### config.mk
export PLATFORM = sky130hd
export DESIGN_NAME = chamber_pressure_ctrl
export DESIGN_NICKNAME = d
export VERILOG_FILES = /design/src/rtl/chamber_pkg.sv /design/src/rtl/chamber_pressure_ctrl_cycle_countdown.sv /design/src/rtl/chamber_pressure_ctrl.sv
export SDC_FILE = /design/constraint.sdc
export NUM_CORES = 1
export LEC_CHECK = 0
export CAP_MARGIN = 5
export CELL_PAD_IN_SITES_DETAIL_PLACEMENT = 0
export CELL_PAD_IN_SITES_GLOBAL_PLACEMENT = 1
export CORE_MARGIN = 4
export CORE_UTILIZATION = 46
export CTS_BUF_LIST = sky130_fd_sc_hd__clkbuf_4 sky130_fd_sc_hd__clkbuf_8
export DETAILED_ROUTE_END_ITERATION = 12
export HOLD_SLACK_MARGIN = 0.06
export PLACE_DENSITY = 0.86
export SLEW_MARGIN = 20
export SYNTH_ARGS = -nofsm -noshare
export SYNTH_HDL_FRONTEND = slang
export SYNTH_SLANG_ARGS = --single-unit
### constraint.sdc
create_clock -name clk -period 2.9 [get_ports clk]
set_input_delay 0.87 -clock clk [delete_from_list [all_inputs] [get_ports clk]]
set_output_delay 0.87 -clock clk [all_outputs]
set_load 0.02 [all_outputs]
### src/rtl/chamber_pkg.sv
// Shared types and default durations for the airlock chamber pressure controller.
package chamber_pkg;

    // Chamber states. The encoding is fixed so that unused codes (5..7)
    // can be caught by the FSM default branch and steered into FAULT.
    typedef enum logic [2:0] {
        ST_PRESSURIZED  = 3'd0,
        ST_EVACUATING   = 3'd1,
        ST_EVACUATED    = 3'd2,
        ST_PRESSURIZING = 3'd3,
        ST_FAULT        = 3'd4
    } chamber_state_e;

    // Default transition durations in clock cycles.
    localparam int EVAC_CYCLES_DEF  = 6;
    localparam int PRESS_CYCLES_DEF = 6;

    // True for the two states in which the chamber is moving between pressures.
    function automatic logic is_transition(input chamber_state_e st);
        logic res;
        case (st)
            ST_EVACUATING:   res = 1'b1;
            ST_PRESSURIZING: res = 1'b1;
            default:         res = 1'b0;
        endcase
        return res;
    endfunction

endpackage

### src/rtl/chamber_pressure_ctrl_cycle_countdown.sv
// Loadable down-counter shared by the evacuation and pressurisation phases.
// 'zero' is decoded from the count register, so it is glitch-free and
// valid from the first cycle after a load.
module cycle_countdown #(
    parameter int CNT_W = 8
) (
    input  logic             clk,
    input  logic             rst,
    input  logic             load,
    input  logic [CNT_W-1:0] load_val,
    input  logic             en,
    output logic             zero
);

    logic [CNT_W-1:0] cnt_r;

    // Count register: load has priority, decrement saturates at zero.
    always_ff @(posedge clk or posedge rst) begin
        if (rst) begin
            cnt_r <= {CNT_W{1'b0}};
        end else if (load) begin
            cnt_r <= load_val;
        end else if (en && (cnt_r != {CNT_W{1'b0}})) begin
            cnt_r <= cnt_r - CNT_W'(1);
        end else begin
            cnt_r <= cnt_r;
        end
    end

    assign zero = (cnt_r == {CNT_W{1'b0}});

endmodule

### src/rtl/chamber_pressure_ctrl.sv
// Airlock chamber pressure-transition controller.
// Drives evacuation and pressurisation with independent durations, trips to
// FAULT if a door opens mid-transition, and pulses req_rejected when a valid
// request arrives while the doors are open.
// Optional build macro ABORT_EN: an opposite request during a transition
// reverses direction with the counter reloaded to the full opposite duration.
module chamber_pressure_ctrl
    import chamber_pkg::*;
#(
    parameter int CNT_W        = 8,
    parameter int EVAC_CYCLES  = EVAC_CYCLES_DEF,
    parameter int PRESS_CYCLES = PRESS_CYCLES_DEF
) (
    input  logic clk,
    input  logic rst,
    input  logic evac_req,
    input  logic press_req,
    input  logic doors_closed,
    input  logic fault_clr,
    output logic pressurized,
    output logic evacuated,
    output logic busy,
    output logic fault,
    output logic req_rejected
);

    // The counter holds "edges remaining minus one": a phase of N cycles
    // completes on the edge that sees the counter already at zero.
    localparam logic [CNT_W-1:0] EVAC_LOAD  = CNT_W'(EVAC_CYCLES - 1);
    localparam logic [CNT_W-1:0] PRESS_LOAD = CNT_W'(PRESS_CYCLES - 1);

    chamber_state_e   state_r;
    chamber_state_e   state_nx_s;
    logic             rejected_nx_s;
    logic             cnt_load_s;
    logic [CNT_W-1:0] cnt_load_val_s;
    logic             cnt_en_s;
    logic             cnt_zero_s;

    logic             pressurized_r;
    logic             evacuated_r;
    logic             busy_r;
    logic             fault_r;
    logic             req_rejected_r;

    cycle_countdown #(
        .CNT_W    (CNT_W)
    ) u_countdown (
        .clk      (clk),
        .rst      (rst),
        .load     (cnt_load_s),
        .load_val (cnt_load_val_s),
        .en       (cnt_en_s),
        .zero     (cnt_zero_s)
    );

    // Next-state, counter control and rejection decode.
    always_comb begin
        state_nx_s     = state_r;
        rejected_nx_s  = 1'b0;
        cnt_load_s     = 1'b0;
        cnt_load_val_s = {CNT_W{1'b0}};
        cnt_en_s       = 1'b0;

        case (state_r)
            ST_PRESSURIZED: begin
                // press_req here is already satisfied and silently ignored.
                if (evac_req) begin
                    if (doors_closed) begin
                        state_nx_s     = ST_EVACUATING;
                        cnt_load_s     = 1'b1;
                        cnt_load_val_s = EVAC_LOAD;
                    end else begin
                        rejected_nx_s  = 1'b1;
                    end
                end else begin
                    state_nx_s = ST_PRESSURIZED;
                end
            end

            ST_EVACUATED: begin
                // evac_req here is already satisfied and silently ignored.
                if (press_req) begin
                    if (doors_closed) begin
                        state_nx_s     = ST_PRESSURIZING;
                        cnt_load_s     = 1'b1;
                        cnt_load_val_s = PRESS_LOAD;
                    end else begin
                        rejected_nx_s  = 1'b1;
                    end
                end else begin
                    state_nx_s = ST_EVACUATED;
                end
            end

            ST_EVACUATING: begin
                // An open door outranks both abort and completion.
                if (!doors_closed) begin
                    state_nx_s = ST_FAULT;
`ifdef ABORT_EN
                end else if (press_req) begin
                    state_nx_s     = ST_PRESSURIZING;
                    cnt_load_s     = 1'b1;
                    cnt_load_val_s = PRESS_LOAD;
`endif
                end else if (cnt_zero_s) begin
                    state_nx_s = ST_EVACUATED;
                end else begin
                    cnt_en_s   = 1'b1;
                end
            end

            ST_PRESSURIZING: begin
                if (!doors_closed) begin
                    state_nx_s = ST_FAULT;
`ifdef ABORT_EN
                end else if (evac_req) begin
                    state_nx_s     = ST_EVACUATING;
                    cnt_load_s     = 1'b1;
                    cnt_load_val_s = EVAC_LOAD;
`endif
                end else if (cnt_zero_s) begin
                    state_nx_s = ST_PRESSURIZED;
                end else begin
                    cnt_en_s   = 1'b1;
                end
            end

            ST_FAULT: begin
                // Recovery always re-pressurises; the chamber state is unknown.
                if (fault_clr && doors_closed) begin
                    state_nx_s     = ST_PRESSURIZING;
                    cnt_load_s     = 1'b1;
                    cnt_load_val_s = PRESS_LOAD;
                end else begin
                    state_nx_s = ST_FAULT;
                end
            end

            default: begin
                // Corrupted state code: fail safe.
                state_nx_s = ST_FAULT;
            end
        endcase
    end

    // State and registered status outputs, decoded from the next state so
    // the status changes on the same edge as the state.
    always_ff @(posedge clk or posedge rst) begin
        if (rst) begin
            state_r        <= ST_PRESSURIZED;
            pressurized_r  <= 1'b1;
            evacuated_r    <= 1'b0;
            busy_r         <= 1'b0;
            fault_r        <= 1'b0;
            req_rejected_r <= 1'b0;
        end else begin
            state_r        <= state_nx_s;
            pressurized_r  <= (state_nx_s == ST_PRESSURIZED);
            evacuated_r    <= (state_nx_s == ST_EVACUATED);
            busy_r         <= is_transition(state_nx_s);
            fault_r        <= (state_nx_s == ST_FAULT);
            req_rejected_r <= rejected_nx_s;
        end
    end

    assign pressurized  = pressurized_r;
    assign evacuated    = evacuated_r;
    assign busy         = busy_r;
    assign fault        = fault_r;
    assign req_rejected = req_rejected_r;

endmodule

==> results.sh <==
export IMPL_final_common_cell="dfrtp_1"
export IMPL_grt_max_degree=17
export IMPL_start_util=0.481
export IMPL_antenna_found_initial=0
export IMPL_cp_max_fo=7
export IMPL_p_leak_uw=0.000417
export IMPL_areaGrowthSynthToFinish_pct=19.3
export IMPL_fin_setup_tns_ns=0
export IMPL_grt_pass1_vias=645
export IMPL_layout_min_cycle_time_ns=2.27
export IMPL_peakVddDrop_uv=552
export IMPL_cp_arrival_ns=2.49
export IMPL_diodes=0
export IMPL_power_density_nw_per_um2=874
export IMPL_post_cts_buffers=0
export IMPL_synth_cell_types=38
export IMPL_fin_crit_sh=0.781
export IMPL_place_congestion=0.795
export IMPL_overflow=0
export IMPL_firstDrtPassIters=4
export IMPL_cap_violations=0
export IMPL_synth_seq_cells=16
export IMPL_dieArea_sq_um=2530
export IMPL_rows=15
export IMPL_wl_per_cell_um=13.1
export IMPL_syn_area_per_cell_sq_um=10.4
export IMPL_cts_htree_levels=1
export IMPL_num_vias=635
export IMPL_grt_usage=0.143
export IMPL_yosys_warnings=0
export IMPL_die_x_um=50.3
export IMPL_cts_sinks=16
export IMPL_worst_slew_pin_transition_ns=0.588
export IMPL_port_buffers=10
export IMPL_hold_violations=0
export IMPL_clk_path_buf_depth=2
export IMPL_setup_viol=0
export IMPL_critPathKind="in -> reg"
export IMPL_vias_per_cell=5.52
export IMPL_ios=11
export IMPL_ys_seq_area_frac=0.489
export IMPL_nets=99
export IMPL_die_h_um=50.3
export IMPL_rrSetupSlack_ns=0.87
export IMPL_netlist_area_sq_um=822
export IMPL_fmax_mhz=441
export IMPL_layout_common_cells="dfrtp_1 (15), clkdlybuf4s50_1 (10), nor2_1 (9)"
export IMPL_critPathCaptureType="flip-flop"
export IMPL_wl_um=1500
export IMPL_layout_drive_gt1_share=0.156
export IMPL_clk_latency_ns=0.29
export IMPL_status="finished, final reports clean"
export IMPL_cts_resized=0
export IMPL_slew_viol_final=0
export IMPL_postCtsHoldBufs=0
export IMPL_root_buffer="clkbuf_4"
export IMPL_total_power_uw=857
export IMPL_dpl_hpwl_um=1080
export IMPL_drt_initial_drc_count=18
export IMPL_core_area_sq_um=1710
export IMPL_critPathRequiredTime_ns=3.13
export IMPL_cts_made_buffers=3
export IMPL_grt_pass1_wl_um=2810
export IMPL_hold_slack_ns=0.547
export IMPL_synth_fp_nets=87
export IMPL_post_place_ws_ns=0.348
export IMPL_fin_ws_ns=0.634
export IMPL_rsz0062_at_grt="false"
export IMPL_clock_skew_ns=0.00413
export IMPL_cts_tree="done"
export IMPL_cp_start_kind="input pin"
export IMPL_final_antenna_net_count=0
export IMPL_slew_headroom=0.608
export IMPL_clk_pin_slew_ns=0.10
export IMPL_remaining_drc_errors=0
export IMPL_synth_cells=79
export IMPL_min_path_type="reg -> reg"
==> critical path, cell delays in order <==
cell,delay (ns)
clkdlybuf4s50_1,0.56
nor4bb_1,0.44
nor3_1,0.15
or3_4,0.36
nor2b_2,0.10
==> routing by layer <==
layer / up-vias / track usage / part of all wire / wire length, um
met2: 11 / 0.239 / 0.49 / 729
met1: 313 / 0.175 / 0.46 / 688
met5: - / 0 / 0 / 0
li1: 307 / - / - / -
met4: 0 / 0.0691 / 0.017 / 25
met3: 4 / 0.0267 / 0.039 / 58
==> report_power, final <==
group | leakage, uW | internal [uW] | switching [uW]
Clock | 0.0000210 | 76.5 | 71.7
Combinational | 0.000190 | 169 | 186
Sequential | 0.000205 | 294 | 59.7
Total | 0.000417 | 540 | 317
==> final cells by class <==
type	count	area (sq um)
fillers	148	727
flip-flops and latches	16	402
multi-input cells	56	393
repair buffers	11	108
clock buffers	4	36.3
well taps	25	31.3
inverters	3	11.3
==> through the flow <==
stage | cell area, sq um | std cells | util
CTS | 981 | 115 | 0.574
finish | 981 | 115 | 0.574
global route | 981 | 115 | 0.574
global placement | 945 | 111 | 0.553
floorplan | 822 | 79 | -
detailed placement | 945 | 111 | 0.553
==> synth_stat cells, drive strengths merged <==
library cell  number  area [sq um]
and4               1          8.76
nand4b             1          8.76
or3b               2          17.5
o21a               1          15.0
or4                2          15.0
mux2i              2          20.0
nor4               1          6.26
buf                1          5.00
nand2b             2          12.5
or3                3          23.8
clkbuf             3          11.3
nor2b              2          15.0
xor2               2          17.5
nand3b             1          7.51
o21ai              1          5.00
o2111ai            1          8.76
dfstp              1          26.3
nand3              3          20.0
xnor2              1          8.76
ha                 2          25.0
nor2               9          33.8
inv                3          11.3
nor3               4          20.0
dfrtp             15           375
o211ai             2          15.0
nor4bb             1          10.0
and3b              1          8.76
a31oi              1          6.26
nand4              1          6.26
o2bb2ai            1          8.76
a211oi             2          15.0
or2                2          12.5
a21o               1          7.51
nand2              1          3.75
a21oi              2          10.0
==> path summary, 6_finish.rpt <==
path | cells after the start | startpoint | endpoint
worst min register to register | 2 | u_countdown.cnt_r[7] | u_countdown.cnt_r[7]
min in group asynchronous | 2 | rst | busy
worst max-delay path | 5 | doors_closed | evacuated
max in group asynchronous | 2 | rst | u_countdown.cnt_r[0]
worst max register to register | 6 | u_countdown.cnt_r[0] | evacuated
worst min-delay path | 2 | u_countdown.cnt_r[7] | u_countdown.cnt_r[7]
==> flip-flops by register name (all words and copies together) (netlist names) <==
| name | cells |
|---|---|
| busy | 1 |
| evacuated | 1 |
| fault | 1 |
| pressurized | 1 |
| req_rejected | 1 |
| state_r | 3 |
| u_countdown.cnt_r | 8 |
==> cell families (layout without fill, tap and decap cells) <==
kind of cell             Yosys count  count (layout)  synth area share
AND/OR/NAND/NOR                   37              37             0.280
buffers and inverters              7              18            0.0335
AO/OA/AOI/OAI                     12              12             0.111
flip-flops                        16              16             0.489
multiplexers                       2               2            0.0244
XOR/XNOR                           3               3            0.0320
adder cells (fa/ha/maj)            2               2            0.0304
Power figures use the tool's default switching activity.
